<file path="src/rtl/mem_router_pkg.sv">
// Shared types and the address decoder for the core-to-memory load/store router.
package mem_router_pkg;

    typedef enum logic [1:0] {
        IDLE    = 2'd0,
        SP_RD   = 2'd1,
        L1_WAIT = 2'd2,
        RESP    = 2'd3
    } router_state_t;

    typedef enum logic [1:0] {
        REG_SP   = 2'd0,
        REG_L1   = 2'd1,
        REG_NONE = 2'd2
    } region_t;

    localparam int ERR_UNMAPPED = 0;
    localparam int ERR_TIMEOUT  = 1;

    // Unsigned compare on the zero-extended word address.
    function automatic region_t decode_region(input logic [63:0] addr,
                                              input int unsigned sp_aw,
                                              input logic [63:0] l1_limit);
        if (addr < (64'd1 << sp_aw))
            return REG_SP;
        else if (addr < l1_limit)
            return REG_L1;
        else
            return REG_NONE;
    endfunction

endpackage

</file>
<file path="src/rtl/mem_port_router_sp_ram.sv">
// Scratchpad (stack) RAM: synchronous write, registered one-cycle read, contents not reset.
module sp_ram #(
    parameter int N     = 32,
    parameter int SP_AW = 6
) (
    input  logic             clk,
    input  logic             we,
    input  logic             re,
    input  logic [SP_AW-1:0] addr,
    input  logic [N-1:0]     wdata,
    output logic [N-1:0]     rdata
);

    logic [N-1:0] mem [2**SP_AW];
    logic [N-1:0] rdata_reg;

    always_ff @(posedge clk) begin
        if (we)
            mem[addr] <= wdata;
        if (re)
            rdata_reg <= mem[addr];
    end

    assign rdata = rdata_reg;

endmodule

</file>
<file path="src/rtl/mem_port_router.sv">
// Routes core loads/stores to the scratchpad, the L1 handshake port, or flags them as unmapped,
// stalling the core until each access completes.
module mem_port_router
    import mem_router_pkg::*;
#(
    parameter int          N        = 32,
    parameter int          AW       = 15,
    parameter int          SP_AW    = 6,
    parameter logic [63:0] L1_LIMIT = 64'd1 << AW,
    parameter int          TIMEOUT  = 64
) (
    input  logic          clk,
    input  logic          reset,
    input  logic          load_control,
    input  logic          store_control,
    input  logic [AW-1:0] address,
    input  logic [N-1:0]  wdata,
    output logic [N-1:0]  rdata,
    output logic          stall,
    output logic          l1_req,
    output logic          l1_we,
    output logic [AW-1:0] l1_address,
    output logic [N-1:0]  l1_wdata,
    input  logic          l1_ack,
    input  logic [N-1:0]  l1_rdata,
    input  logic          err_clear,
    output logic [1:0]    err_status,
    output logic [AW-1:0] err_address
);

    localparam int            CW       = $clog2(TIMEOUT + 1);
    localparam logic [CW-1:0] CNT_LAST = CW'(TIMEOUT - 1);

    router_state_t state_reg, state_next;
    logic          l1_req_reg, l1_req_next;
    logic          l1_we_reg, l1_we_next;
    logic [AW-1:0] l1_address_reg, l1_address_next;
    logic [N-1:0]  l1_wdata_reg, l1_wdata_next;
    logic [N-1:0]  rdata_reg, rdata_next;
    logic [CW-1:0] cnt_reg, cnt_next;
    logic [1:0]    err_status_reg, err_status_next;
    logic [AW-1:0] err_address_reg, err_address_next;

    logic          req;
    region_t       region;
    logic          sp_we, sp_re;
    logic [N-1:0]  sp_rdata;
    logic          err_unmapped, err_timeout;

    assign req    = load_control | store_control;
    assign region = decode_region(64'(address), SP_AW, L1_LIMIT);

    sp_ram #(.N(N), .SP_AW(SP_AW)) u_sp_ram (
        .clk   (clk),
        .we    (sp_we),
        .re    (sp_re),
        .addr  (address[SP_AW-1:0]),
        .wdata (wdata),
        .rdata (sp_rdata)
    );

    always_comb begin
        state_next       = state_reg;
        l1_req_next      = l1_req_reg;
        l1_we_next       = l1_we_reg;
        l1_address_next  = l1_address_reg;
        l1_wdata_next    = l1_wdata_reg;
        rdata_next       = rdata_reg;
        cnt_next         = cnt_reg;
        err_status_next  = err_status_reg;
        err_address_next = err_address_reg;
        stall            = 1'b0;
        sp_we            = 1'b0;
        sp_re            = 1'b0;
        err_unmapped     = 1'b0;
        err_timeout      = 1'b0;

        unique case (state_reg)
            IDLE: begin
                if (req) begin
                    case (region)
                        REG_SP: begin
                            // Stores retire immediately; loads wait for the registered RAM read.
                            if (store_control) begin
                                sp_we = 1'b1;
                            end else begin
                                sp_re      = 1'b1;
                                stall      = 1'b1;
                                state_next = SP_RD;
                            end
                        end
                        REG_L1: begin
                            stall           = 1'b1;
                            l1_req_next     = 1'b1;
                            l1_we_next      = store_control;
                            l1_address_next = address;
                            l1_wdata_next   = wdata;
                            cnt_next        = '0;
                            state_next      = L1_WAIT;
                        end
                        default: err_unmapped = 1'b1;
                    endcase
                end
            end
            SP_RD: state_next = IDLE;
            L1_WAIT: begin
                stall    = 1'b1;
                cnt_next = cnt_reg + 1'b1;
                if (l1_ack) begin
                    rdata_next  = l1_rdata;
                    l1_req_next = 1'b0;
                    state_next  = RESP;
                end else if (cnt_reg == CNT_LAST) begin
                    rdata_next  = '0;
                    l1_req_next = 1'b0;
                    err_timeout = 1'b1;
                    state_next  = RESP;
                end
            end
            RESP: state_next = IDLE;
        endcase

        // A new error outranks a simultaneous clear and records its address.
        if (err_clear)
            err_status_next = '0;
        if (err_unmapped || err_timeout) begin
            if (err_status_reg == 2'b00 || err_clear)
                err_address_next = err_unmapped ? address : l1_address_reg;
            err_status_next[ERR_UNMAPPED] = err_status_next[ERR_UNMAPPED] | err_unmapped;
            err_status_next[ERR_TIMEOUT]  = err_status_next[ERR_TIMEOUT]  | err_timeout;
        end
    end

    always_ff @(posedge clk) begin
        if (reset) begin
            state_reg       <= IDLE;
            l1_req_reg      <= 1'b0;
            l1_we_reg       <= 1'b0;
            l1_address_reg  <= '0;
            l1_wdata_reg    <= '0;
            rdata_reg       <= '0;
            cnt_reg         <= '0;
            err_status_reg  <= '0;
            err_address_reg <= '0;
        end else begin
            state_reg       <= state_next;
            l1_req_reg      <= l1_req_next;
            l1_we_reg       <= l1_we_next;
            l1_address_reg  <= l1_address_next;
            l1_wdata_reg    <= l1_wdata_next;
            rdata_reg       <= rdata_next;
            cnt_reg         <= cnt_next;
            err_status_reg  <= err_status_next;
            err_address_reg <= err_address_next;
        end
    end

    always_comb begin
        unique case (state_reg)
            SP_RD:   rdata = sp_rdata;
            RESP:    rdata = rdata_reg;
            default: rdata = '0;
        endcase
    end

    assign l1_req      = l1_req_reg;
    assign l1_we       = l1_we_reg;
    assign l1_address  = l1_address_reg;
    assign l1_wdata    = l1_wdata_reg;
    assign err_status  = err_status_reg;
    assign err_address = err_address_reg;

endmodule
</file>
<file path="config.mk">
export PLATFORM = sky130hd
export DESIGN_NAME = mem_port_router
export DESIGN_NICKNAME = d
export VERILOG_FILES = /design/src/rtl/mem_router_pkg.sv /design/src/rtl/mem_port_router_sp_ram.sv /design/src/rtl/mem_port_router.sv
export SDC_FILE = /design/constraint.sdc
export NUM_CORES = 2
export LEC_CHECK = 0
export CORE_ASPECT_RATIO = 1.2
export CORE_MARGIN = 1
export CORE_UTILIZATION = 50
export DETAILED_ROUTE_END_ITERATION = 10
export GPL_TIMING_DRIVEN = 0
export PLACE_DENSITY = 0.69
export SKIP_LAST_GASP = 1
export SYNTH_ARGS = -nofsm -noshare
export SYNTH_HDL_FRONTEND = slang
export SYNTH_HIERARCHICAL = 1
export SYNTH_SLANG_ARGS = --single-unit
</file>
<file path="constraint.sdc">
create_clock -name clk -period 5.7 [get_ports clk]
set_input_delay 1.14 -clock clk [delete_from_list [all_inputs] [get_ports clk]]
set_output_delay 1.14 -clock clk [all_outputs]
set_load 0.02 [all_outputs]
</file>
==> impl_metrics.json <==
{
  "status": "finished with violations",
  "violations": "setup timing",
  "yosys-top-cells-area": "edfxtp_1, mux2i_1, mux4_2",
  "ioPinCount": 184,
  "die_area_um2": 169000,
  "cp-start-kind": "input port",
  "die_w_um": 376,
  "coreArea_um2": 166000,
  "worst_pin_slew_ns": 1.42,
  "layout_common_cells": "edfxtp_1, mux2i_1, clkbuf_1",
  "synth-main-ff-cell": "edfxtp_1",
  "drv_slew": 0,
  "clock-sinks": 2186,
  "crit_arrival_ns": 6.39,
  "drive_gt1_share_pct": 15.8,
  "synth_top_area_share_pct": 74.5,
  "drc": 0,
  "cts_buffer_depth": 3,
  "layout_commonest_cell": "edfxtp_1",
  "crit_required_ns": 6.15,
  "crit_path_end_kind": "flop",
  "area_delta_synth_final_pct": 16.0,
  "grt_setup_unrepaired": "true",
  "clock.fmax_mhz": 168,
  "yosysWarnings": 6,
  "grt_pass1_vias": 48800,
  "slowest_stage": "a2111oi_2",
  "port_buffers": 182,
  "numCtsBuffers": 197,
  "start_util_pct": 50.4,
  "synth.avg_cell_area_um2": 17.7,
  "synth_top_area_cell": "edfxtp_1",
  "ir_drop_v": 0.000322,
  "powerDensity_nw_per_um2": 336,
  "path_clk_slew_ns": 0.06,
  "setup_violations": 118,
  "synth-edff-count": 2080,
  "fin_nets": 5307,
  "grt_pass1_wl_um": 355000,
  "ff2ff_path_depth": 6,
  "yosysSeqAreaShare_pct": 77.1,
  "grt_antenna_before_repair": 21,
  "grt_overflow": 0,
  "ctsHtreeMaxLevel": 4,
  "top_register": "u_sp_ram/mem",
  "fin_crit_sh_pct": 104,
  "worst-path-stages": 12,
  "critPathMaxFanout": 10,
  "gp_congestion": 0.951,
  "path_common_cell": "buf_2",
  "avgViaCountPerCell": 6.60,
  "ant_nets": 0,
  "grt.total_usage_pct": 29.7,
  "drt_iter0_markers": 7640,
  "period_needed_ns": 5.94,
  "crit_buf_inv": 9,
  "setup_ws_ns": -0.244,
  "hold_viol": 0,
  "final_cell_area_um2": 97200,
  "post-cts-setup-buffers": 0,
  "synth_cells": 4741,
  "rows": 164,
  "synthArstFlopShare_pct": 0,
  "synth_area_um2": 83800,
  "cp_cell_sequence": "clkdlybuf4s50_1, buf_6, buf_12, buf_6, buf_2, buf_4, buf_2, buf_2, buf_2, a211oi_1, a2111oi_2, nand3_1",
  "slowest_delay_ns": 0.84,
  "p_leak_nw": 31.3,
  "detailroute.via_count": 50400,
  "ys_types": 70,
  "placed_area_um2": 90900,
  "cts_root_buffer": "clkbuf_16",
  "nFillCells": 12200,
  "hpwlAfterDp_um": 171000,
  "finalSetupTns_ns": -2.30,
  "cap_violations": 0,
  "ys_ff_latch": 2186,
  "synth_nets": 4827,
  "critical_path_class": "input port to flop",
  "cts_tree": "yes",
  "grt_max_degree": 66,
  "crit_family": "buffers and inverters",
  "first_pass_iters": 9,
  "fin_skew_ns": 0.0304,
  "hold_class": "flop to flop",
  "largest_reg_flops": 2048,
  "die_h_um": 450,
  "maxSlewHeadroom_pct": 4.47,
  "clkLatencyLatePin_ns": 0.85,
  "holdPathStages": 1,
  "wl_per_cell_um": 33.3,
  "drt_wl_total_um": 255000
}
[area by class of cell]
class	instances	area [um^2]	area share (%)
antenna	19	47.5	0.0489
buffer	344	1520	1.56
clock buffer	248	5290	5.44
clock inverter	116	946	0.973
inverter	7	26.3	0.0270
multi-input combinational	2204	18300	18.8
sequential	2186	64600	66.4
tap	2241	2800	2.88
timing repair buffer	281	3720	3.82
[cells in the mapped netlist (all sizes together), types with 45 or more instances]
| library cell | count |
|---|---|
| mux2 | 147 |
| a22o | 98 |
| nor2 | 169 |
| a21oi | 176 |
| o22a | 70 |
| a221oi | 175 |
| nor2b | 45 |
| mux4 | 96 |
| mux2i | 308 |
| buf | 143 |
| clkbuf | 201 |
| edfxtp | 2080 |
| o22ai | 93 |
| dfxtp | 106 |
| o21ai | 137 |
| a22oi | 189 |
| and3 | 85 |
| nand3 | 106 |
[where the power goes]
| part | switching [mW] | leakage (nW) | internal (mW) |
|---|---|---|---|
| clock | 5.78 | 3.05 | 7.15 |
| sequential | 0.0255 | 19.6 | 17.6 |
| combinational | 1.45 | 8.68 | 0.619 |
| total | 7.25 | 31.3 | 25.4 |
[layer usage]
metal | vias up | GRT usage (%) | wire [um]
met5 | - | 0 | 77
met4 | 10 | 16.7 | 16400
met3 | 793 | 8.04 | 29700
met2 | 3473 | 47.3 | 120000
met1 | 25700 | 36.8 | 88800
li1 | 20500 | - | -
[path summary, 6_finish.rpt]
kind | startpoint | end | slack [ns]
max | address[0] | u_sp_ram/rdata[6] | -0.24
min | l1_req | l1_req | 0.46
max reg2reg | state_reg[1] | u_sp_ram/mem[62][25] | 0.90
min reg2reg | l1_req | l1_req | 0.46
[what timing repair did]
action / 4_1_cts / 5_1_grt
hold endpoints to repair: 0 / 0
gates cloned: 0 / 0
hold buffers: 0 / 0
setup endpoints to repair: 12 / 41
pin swaps: 0 / 0
resized for setup: 7 / 10
[worst register-to-register path: stages (launching register included)]
cell     delay [ns]
dfxtp_1        0.36
buf_2          0.24
buf_1          0.37
nor3_1         1.22
nand3_1        1.08
nor2_4         0.92
buf_12         0.28
[stage by stage]
stage	std cells	worst slack (ns)	hold slack (ns)	utilization [%]	power, mW
final	7646	-0.244	0.461	58.4	32.6
after global routing	7629	-0.0288	0.475	58.4	33.3
after CTS	7627	0.0622	0.460	58.4	32.7
after detailed placement	7263	-1.44	0.444	54.6	20.0
after global placement	7164	-2.47	0.435	53.1	19.9
after floorplan	4741	0.219	0.449	-	18.9
[cells by family (layout without fill, tap and decap cells)]
family,count (synthesis),in the layout,share of synthesized area (%)
flip-flops,2186,2186,77.1
other,1,20,0.00447
AO/OA/AOI/OAI,1092,1092,9.34
AND/OR/NAND/NOR,559,559,3.51
multiplexers,551,551,8.23
buffers and inverters,351,996,1.83
adder cells (fa/ha/maj),1,1,0.0149
(Power assumes the default switching activity.)
